===== src/rtl/s8_control_unit_pkg.sv =====
// Shared definitions for the S8 control unit: FSM state encoding, opcode map
// and ALU operation codes, plus small opcode-classification helpers.
package s8_control_unit_pkg;

  typedef enum logic [2:0] {
    ST_IDLE   = 3'd0,
    ST_FETCH  = 3'd1,
    ST_DECODE = 3'd2,
    ST_MEMOP  = 3'd3,
    ST_HALT   = 3'd4,
    ST_FAULT  = 3'd5
  } state_t;

  localparam logic [3:0] OP_NOP = 4'h0;
  localparam logic [3:0] OP_LDA = 4'h1;
  localparam logic [3:0] OP_STA = 4'h2;
  localparam logic [3:0] OP_ADD = 4'h3;
  localparam logic [3:0] OP_SUB = 4'h4;
  localparam logic [3:0] OP_JMP = 4'h5;
  localparam logic [3:0] OP_JZ  = 4'h6;
  localparam logic [3:0] OP_HLT = 4'hF;

  localparam logic [1:0] ALU_PASS = 2'b00;
  localparam logic [1:0] ALU_ADD  = 2'b01;
  localparam logic [1:0] ALU_SUB  = 2'b10;

  function automatic logic is_mem_op(input logic [3:0] op);
    return (op == OP_LDA) || (op == OP_STA) || (op == OP_ADD) || (op == OP_SUB);
  endfunction

  function automatic logic [1:0] alu_for(input logic [3:0] op);
    logic [1:0] code;
    case (op)
      OP_ADD:  code = ALU_ADD;
      OP_SUB:  code = ALU_SUB;
      default: code = ALU_PASS;
    endcase
    return code;
  endfunction

endpackage


===== src/rtl/s8_wait_timer.sv =====
// Memory wait-state counter: counts cycles without acknowledge and flags the
// cycle in which the LIMIT-th unacknowledged cycle occurs.
module s8_wait_timer #(
  parameter int unsigned LIMIT = 15
) (
  input  logic clk,
  input  logic reset,
  input  logic clear,
  input  logic enable,
  output logic limit_reached
);

  localparam logic [7:0] LIMIT_M1 = 8'(LIMIT - 32'd1);

  logic [7:0] count_r;

  // Wait counter: clear has priority over counting.
  always_ff @(posedge clk or posedge reset) begin
    if (reset) begin
      count_r <= 8'd0;
    end else if (clear) begin
      count_r <= 8'd0;
    end else if (enable) begin
      count_r <= count_r + 8'd1;
    end
  end

  assign limit_reached = enable && (count_r == LIMIT_M1);

endmodule


===== src/rtl/s8_control_unit.sv =====
// S8 accumulator-machine control unit: fetch/decode/memory-op sequencer with
// bounded memory wait and absorbing HALT/FAULT states.
module s8_control_unit
  import s8_control_unit_pkg::*;
#(
  parameter int unsigned WAIT_LIMIT = 15
) (
  input  logic       clk,
  input  logic       reset,
  input  logic       run,
  input  logic [7:0] ir_in,
  input  logic       mem_ack,
  input  logic       zero_flag,
  output logic       load_ir,
  output logic       pc_inc,
  output logic       pc_load,
  output logic       addr_sel,
  output logic       mem_rd,
  output logic       mem_wr,
  output logic       acc_load,
  output logic [1:0] alu_op,
  output logic       halted,
  output logic       fault
);

  state_t     state_r;
  state_t     state_nx_s;
  logic [3:0] op_r;
  logic [3:0] op_nx_s;
  logic       waiting_s;
  logic       timeout_s;
  logic       unused_operand_s;

  // The operand address is routed to the datapath, not used for sequencing.
  assign unused_operand_s = ^ir_in[3:0];

  assign waiting_s = (state_r == ST_FETCH) || (state_r == ST_MEMOP);

  s8_wait_timer #(.LIMIT(WAIT_LIMIT)) u_wait_timer (
    .clk           (clk),
    .reset         (reset),
    .clear         (!waiting_s || mem_ack),
    .enable        (waiting_s && !mem_ack),
    .limit_reached (timeout_s)
  );

  // Next-state and opcode-latch decode.
  always_comb begin
    state_nx_s = state_r;
    op_nx_s    = op_r;
    case (state_r)
      ST_IDLE:   state_nx_s = run ? ST_FETCH : ST_IDLE;
      ST_FETCH:  state_nx_s = mem_ack ? ST_DECODE : (timeout_s ? ST_FAULT : ST_FETCH);
      ST_DECODE: begin
        op_nx_s = ir_in[7:4];
        case (ir_in[7:4])
          OP_NOP, OP_JMP, OP_JZ: state_nx_s = ST_FETCH;
          OP_HLT:                state_nx_s = ST_HALT;
          default:               state_nx_s = is_mem_op(ir_in[7:4]) ? ST_MEMOP : ST_FAULT;
        endcase
      end
      ST_MEMOP:  state_nx_s = mem_ack ? ST_FETCH : (timeout_s ? ST_FAULT : ST_MEMOP);
      ST_HALT:   state_nx_s = ST_HALT;
      ST_FAULT:  state_nx_s = ST_FAULT;
      default:   state_nx_s = ST_FAULT;
    endcase
  end

  // Ack- and decode-qualified strobes must respond in the same cycle.
  always_comb begin
    load_ir  = 1'b0;
    pc_inc   = 1'b0;
    pc_load  = 1'b0;
    acc_load = 1'b0;
    alu_op   = ALU_PASS;
    case (state_r)
      ST_FETCH: begin
        load_ir = mem_ack;
        pc_inc  = mem_ack;
      end
      ST_DECODE: begin
        pc_load = (ir_in[7:4] == OP_JMP) || ((ir_in[7:4] == OP_JZ) && zero_flag);
      end
      ST_MEMOP: begin
        acc_load = mem_ack && (op_r != OP_STA);
        alu_op   = (mem_ack && (op_r != OP_STA)) ? alu_for(op_r) : ALU_PASS;
      end
      default: begin
        load_ir = 1'b0;
      end
    endcase
  end

  // State, latched opcode and the state-derived outputs, registered together.
  always_ff @(posedge clk or posedge reset) begin
    if (reset) begin
      state_r  <= ST_IDLE;
      op_r     <= 4'h0;
      addr_sel <= 1'b0;
      mem_rd   <= 1'b0;
      mem_wr   <= 1'b0;
      halted   <= 1'b0;
      fault    <= 1'b0;
    end else begin
      state_r  <= state_nx_s;
      op_r     <= op_nx_s;
      addr_sel <= (state_nx_s == ST_MEMOP);
      mem_rd   <= (state_nx_s == ST_FETCH) || ((state_nx_s == ST_MEMOP) && (op_nx_s != OP_STA));
      mem_wr   <= (state_nx_s == ST_MEMOP) && (op_nx_s == OP_STA);
      halted   <= (state_nx_s == ST_HALT);
      fault    <= (state_nx_s == ST_FAULT);
    end
  end

endmodule


===== config.mk =====
export PLATFORM = sky130hd
export DESIGN_NAME = s8_control_unit
export DESIGN_NICKNAME = d
export VERILOG_FILES = /design/src/rtl/s8_control_unit_pkg.sv /design/src/rtl/s8_wait_timer.sv /design/src/rtl/s8_control_unit.sv
export SDC_FILE = /design/constraint.sdc
export NUM_CORES = 1
export LEC_CHECK = 0
export ABC_CLOCK_PERIOD_IN_PS = 2000
export CORE_ASPECT_RATIO = 1.1
export CORE_UTILIZATION = 29
export DETAILED_ROUTE_END_ITERATION = 10
export PLACE_DENSITY = 0.63
export SLEW_MARGIN = 25
export SYNTH_ARGS = -nofsm -noshare
export SYNTH_HDL_FRONTEND = slang
export SYNTH_SLANG_ARGS = --single-unit

===== constraint.sdc =====
create_clock -name clk -period 2 [get_ports clk]
set_clock_uncertainty 0.1 [all_clocks]
set_input_delay 0.5 -clock clk [delete_from_list [all_inputs] [get_ports clk]]
set_output_delay 0.5 -clock clk [all_outputs]
set_load 0.1 [all_outputs]

==> insert_results.sql <==
INSERT INTO impl_metrics (metric_group, metric, value, unit) VALUES
('sta', 'worst_slack', '-0.1380', 'ns'),
('layout', 'antenna_cells', '0', ''),
('detailed_routing', 'drt-pass1-iter-count', '4', ''),
('logic_synthesis', 'yosys_warnings', '0', ''),
('clock_network', 'tritoncts.num_buffers', '3', ''),
('detailed_routing', 'route.vias.total', '837', ''),
('job', 'max_cap_violations', '0', ''),
('critical_path', 'slowest_delay', '0.42', 'ns'),
('critical_path', 'critical_path.cell_chain', 'buf_4, nor4b_2, and3_4, buf_12', ''),
('place', 'dp_cells', '176', ''),
('sta', 'rsz_0062_raised_after_global_routing', 'true', ''),
('clock_network', 'worst_skew_pair.late_latency', '0.30', 'ns'),
('floorplan', 'rows', '22', ''),
('global_route', 'number_of_global_route_vias_before_repair', '818', ''),
('detailed_routing', 'drtIter0Drc', '33', ''),
('sta', 'fin_crit_sh', '1.069', ''),
('global_route', 'maximum_number_of_pins_on_one_net_before_global_route_repair', '21', ''),
('power', 'cellLeakagePower', '0.0007205', 'µW'),
('logic_synthesis', 'postSynthRegisterBits', '20', ''),
('floorplan', 'die_area', '3735', 'µm²'),
('clock_network', 'cts.path.max_buffers', '2', ''),
('clock_network', 'cts.clk_slew.worst_paths', '0.11', 'ns'),
('power', 'power.density_cell_area', '1125', 'nW/µm²'),
('logic_synthesis', 'seq_total_area_yosys', '0.4938', ''),
('critical_path', 'worstPathArrival', '1.54', 'ns'),
('critical_path', 'cpLargestDelayFamily', 'simple AND/OR/NAND/NOR gates', ''),
('sta', 'slew_viols_final', '0', ''),
('outcome', 'run_status', 'complete, but fails checks', ''),
('logic_synthesis', 'synth.cell_area', '1013', 'µm²'),
('clock_network', 'cts-htree-levels', '1', ''),
('critical_path', 'r2r_setup_slack', '0.12', 'ns'),
('logic_synthesis', 'ys_types', '35', ''),
('critical_path', 'setup.worst_path.start_class', 'flip-flop', ''),
('logic_synthesis', 'synth.avg_cell_area', '10.34', 'µm²'),
('clock_network', 'clock-sinks', '20', ''),
('floorplan', 'dieWidth', '58.37', 'µm'),
('sta', 'fmaxAchievable', '0.4677', 'GHz'),
('place', 'placedInstanceArea', '1483', 'µm²'),
('layout', 'finalCoreUtilization', '0.4681', ''),
('detailed_routing', 'drt_drc_violations_left', '0', ''),
('layout', 'final_cell_count_no_fill', '185', ''),
('detailed_routing', 'post_drt_via_cell_ratio', '4.524', ''),
('sta', 'setup_viol', '6', ''),
('clock_network', 'ctsHoldBuffers', '0', ''),
('floorplan', 'io_pins', '24', ''),
('place', 'port_buffers', '19', ''),
('clock_network', 'tritoncts', 'done', ''),
('layout', 'post_route_cells_drive_above_1_share', '0.3723', ''),
('critical_path', 'critPathRequiredTime', '1.40', 'ns'),
('critical_path', 'crit_slowest_cell', 'sky130_fd_sc_hd__dfrtp_1', ''),
('detailed_routing', 'finalWirelength', '2096', 'µm'),
('global_route', 'global_route_wire_length_before_repair', '3491', 'µm'),
('power', 'p_int', '972.5', 'µW'),
('global_route', 'grt_antenna_before_repair', '0', ''),
('layout', 'num-nets-final', '153', ''),
('critical_path', 'worst-path-max-fanout', '4', ''),
('global_route', 'grt.total_usage', '0.1252', ''),
('clock_network', 'cts.root.buffer_cell', 'sky130_fd_sc_hd__clkbuf_4', ''),
('sta', 'post-route-min-period', '2.138', 'ns'),
('sta', 'hold_violations', '0', ''),
('global_route', 'overflow', '0', ''),
('layout', 'flow.area_growth_from_synthesis', '53.83', '%'),
('critical_path', 'timing.critical_path.buf_inv', '2', ''),
('critical_path', 'timing.critical_path.to_type', 'output pin', ''),
('power', 'swShare', '0.4456', ''),
('logic_synthesis', 'number_of_nets_produced_by_synthesis', '113', ''),
('floorplan', 'die-height', '64', 'µm'),
('floorplan', 'placeable_core_region', '3331', 'µm²'),
('floorplan', 'initial_utilization', '0.3043', ''),
('outcome', 'violations', 'negative setup slack', ''),
('sta', 'relSlewSlack', '0.7486', '');
## cells by family after synthesis
logic type / share of synthesized area
AND/OR/NAND/NOR: 0.2630
flip-flops: 0.4938
buffers and inverters: 0.05431
AO/OA/AOI/OAI: 0.06296
XOR/XNOR: 0.05185
multiplexers: 0.04938
adder cells (fa/ha/maj): 0.02469
## per-layer routing
| layer | global-route usage | share of wire |
|---|---|---|
| met5 | 0 | 0 |
| met4 | 0.06250 | 0.011 |
| met3 | 0.03036 | 0.041 |
| met2 | 0.2170 | 0.51 |
| met1 | 0.1405 | 0.44 |
## repair_timing
item / CTS / global route
pin swaps: 4 / 3
setup buffers: 2 / 3
resized for setup: 9 / 1
endpoints found under the setup margin: 6 / 7
## area by class of cell
cell class	instances	area (µm²)
inverters	10	37.54
repair buffers	38	437.9
clock buffers	4	26.28
well taps	48	60.06
fillers	319	1772
multi-input cells	65	494.2
flip-flops and latches	20	503.0
## stage by stage
stage	worst slack [ns]	hold WS [ns]	total power, µW
after floorplan	-0.6180	0.3638	1177
after global placement	-0.2923	0.3895	1505
after detailed placement	-0.2980	0.3973	1528
after CTS	-0.1465	0.4124	1747
after global routing	-0.2079	0.4217	1852
final	-0.1380	0.4061	1754
## tightest hold or removal path, stage by stage
cell and delay, ns:
sky130_fd_sc_hd__clkdlybuf4s50_1 0.39, sky130_fd_sc_hd__inv_1 0.05, sky130_fd_sc_hd__buf_4 0.26
## final timing paths
path	start	to	cells past startpoint
worst max-delay path	state_r[2]$_DFF_PP0_	pc_load	4
worst min-delay path	reset	op_r[3]$_DFF_PP0_	3
worst max register to register	state_r[0]$_DFF_PP0_	mem_rd$_DFF_PP0_	6
worst min register to register	u_wait_timer.count_r[0]$_DFF_PP0_	u_wait_timer.count_r[0]$_DFF_PP0_	1
max in group asynchronous	reset	state_r[1]$_DFF_PP0_	3
min in group clk	u_wait_timer.count_r[0]$_DFF_PP0_	u_wait_timer.count_r[0]$_DFF_PP0_	1
## placed cells by master (no fill, tap or decap), types with 2 or more instances in the layout
master                             n
sky130_fd_sc_hd__a211oi_1          2
sky130_fd_sc_hd__and2_1            2
sky130_fd_sc_hd__and3_1            4
sky130_fd_sc_hd__buf_12           11
sky130_fd_sc_hd__buf_4            19
sky130_fd_sc_hd__clkbuf_4          3
sky130_fd_sc_hd__clkdlybuf4s50_1   4
sky130_fd_sc_hd__dfrtp_1          18
sky130_fd_sc_hd__dfrtp_2           2
sky130_fd_sc_hd__dlygate4sd2_1     4
sky130_fd_sc_hd__ha_1              2
sky130_fd_sc_hd__inv_1             8
sky130_fd_sc_hd__inv_2             2
sky130_fd_sc_hd__mux2i_1           4
sky130_fd_sc_hd__nand2_1           6
sky130_fd_sc_hd__nand3_1           2
sky130_fd_sc_hd__nand4_1           2
sky130_fd_sc_hd__nor2_1           10
sky130_fd_sc_hd__nor4b_2           2
sky130_fd_sc_hd__o21ai_0           2
sky130_fd_sc_hd__or3_1             2
sky130_fd_sc_hd__xor2_1            5
## power groups by stage
stage                     combinational, µW  sequential [µW]  clock (µW)
after floorplan                         378              799           0
after global placement                  898              607           0
after detailed placement                914              614           0
after CTS                               931              607         209
after global routing                    999              620         233
final                                   951              605         198
## flip-flops by register name (all words and copies together) (netlist names)
name and cells:
op_r 4, halted 1, mem_rd 1, addr_sel 1, fault 1, u_wait_timer.count_r 8, state_r 3, mem_wr 1
## synthesized netlist by cell type (all sizes together)
master	number	area, µm²
nor4b	2	23.77
nand3b	1	7.510
a31o	1	8.760
nor3	1	10.01
nor4	2	12.51
o21ai	3	18.77
or4b	1	10.01
mux2i	5	50.05
and4	1	8.760
and4b	2	20.02
a21oi	1	5.000
o21a	1	7.510
nand2	6	22.52
ha	2	25.02
nand3	2	10.01
nor3b	1	18.77
clkbuf	1	5.000
dfrtp	20	500.5
nand4	2	12.51
and3	5	31.28
nor2b	1	6.260
xnor2	1	8.760
a211oi	2	15.01
and2	2	12.51
buf	2	12.51
or2	1	6.260
xor2	5	43.79
or3	2	12.51
nor2	11	41.29
a221oi	1	8.760
inv	10	37.53
No activity file was read; power rests on OpenSTA's default activity.
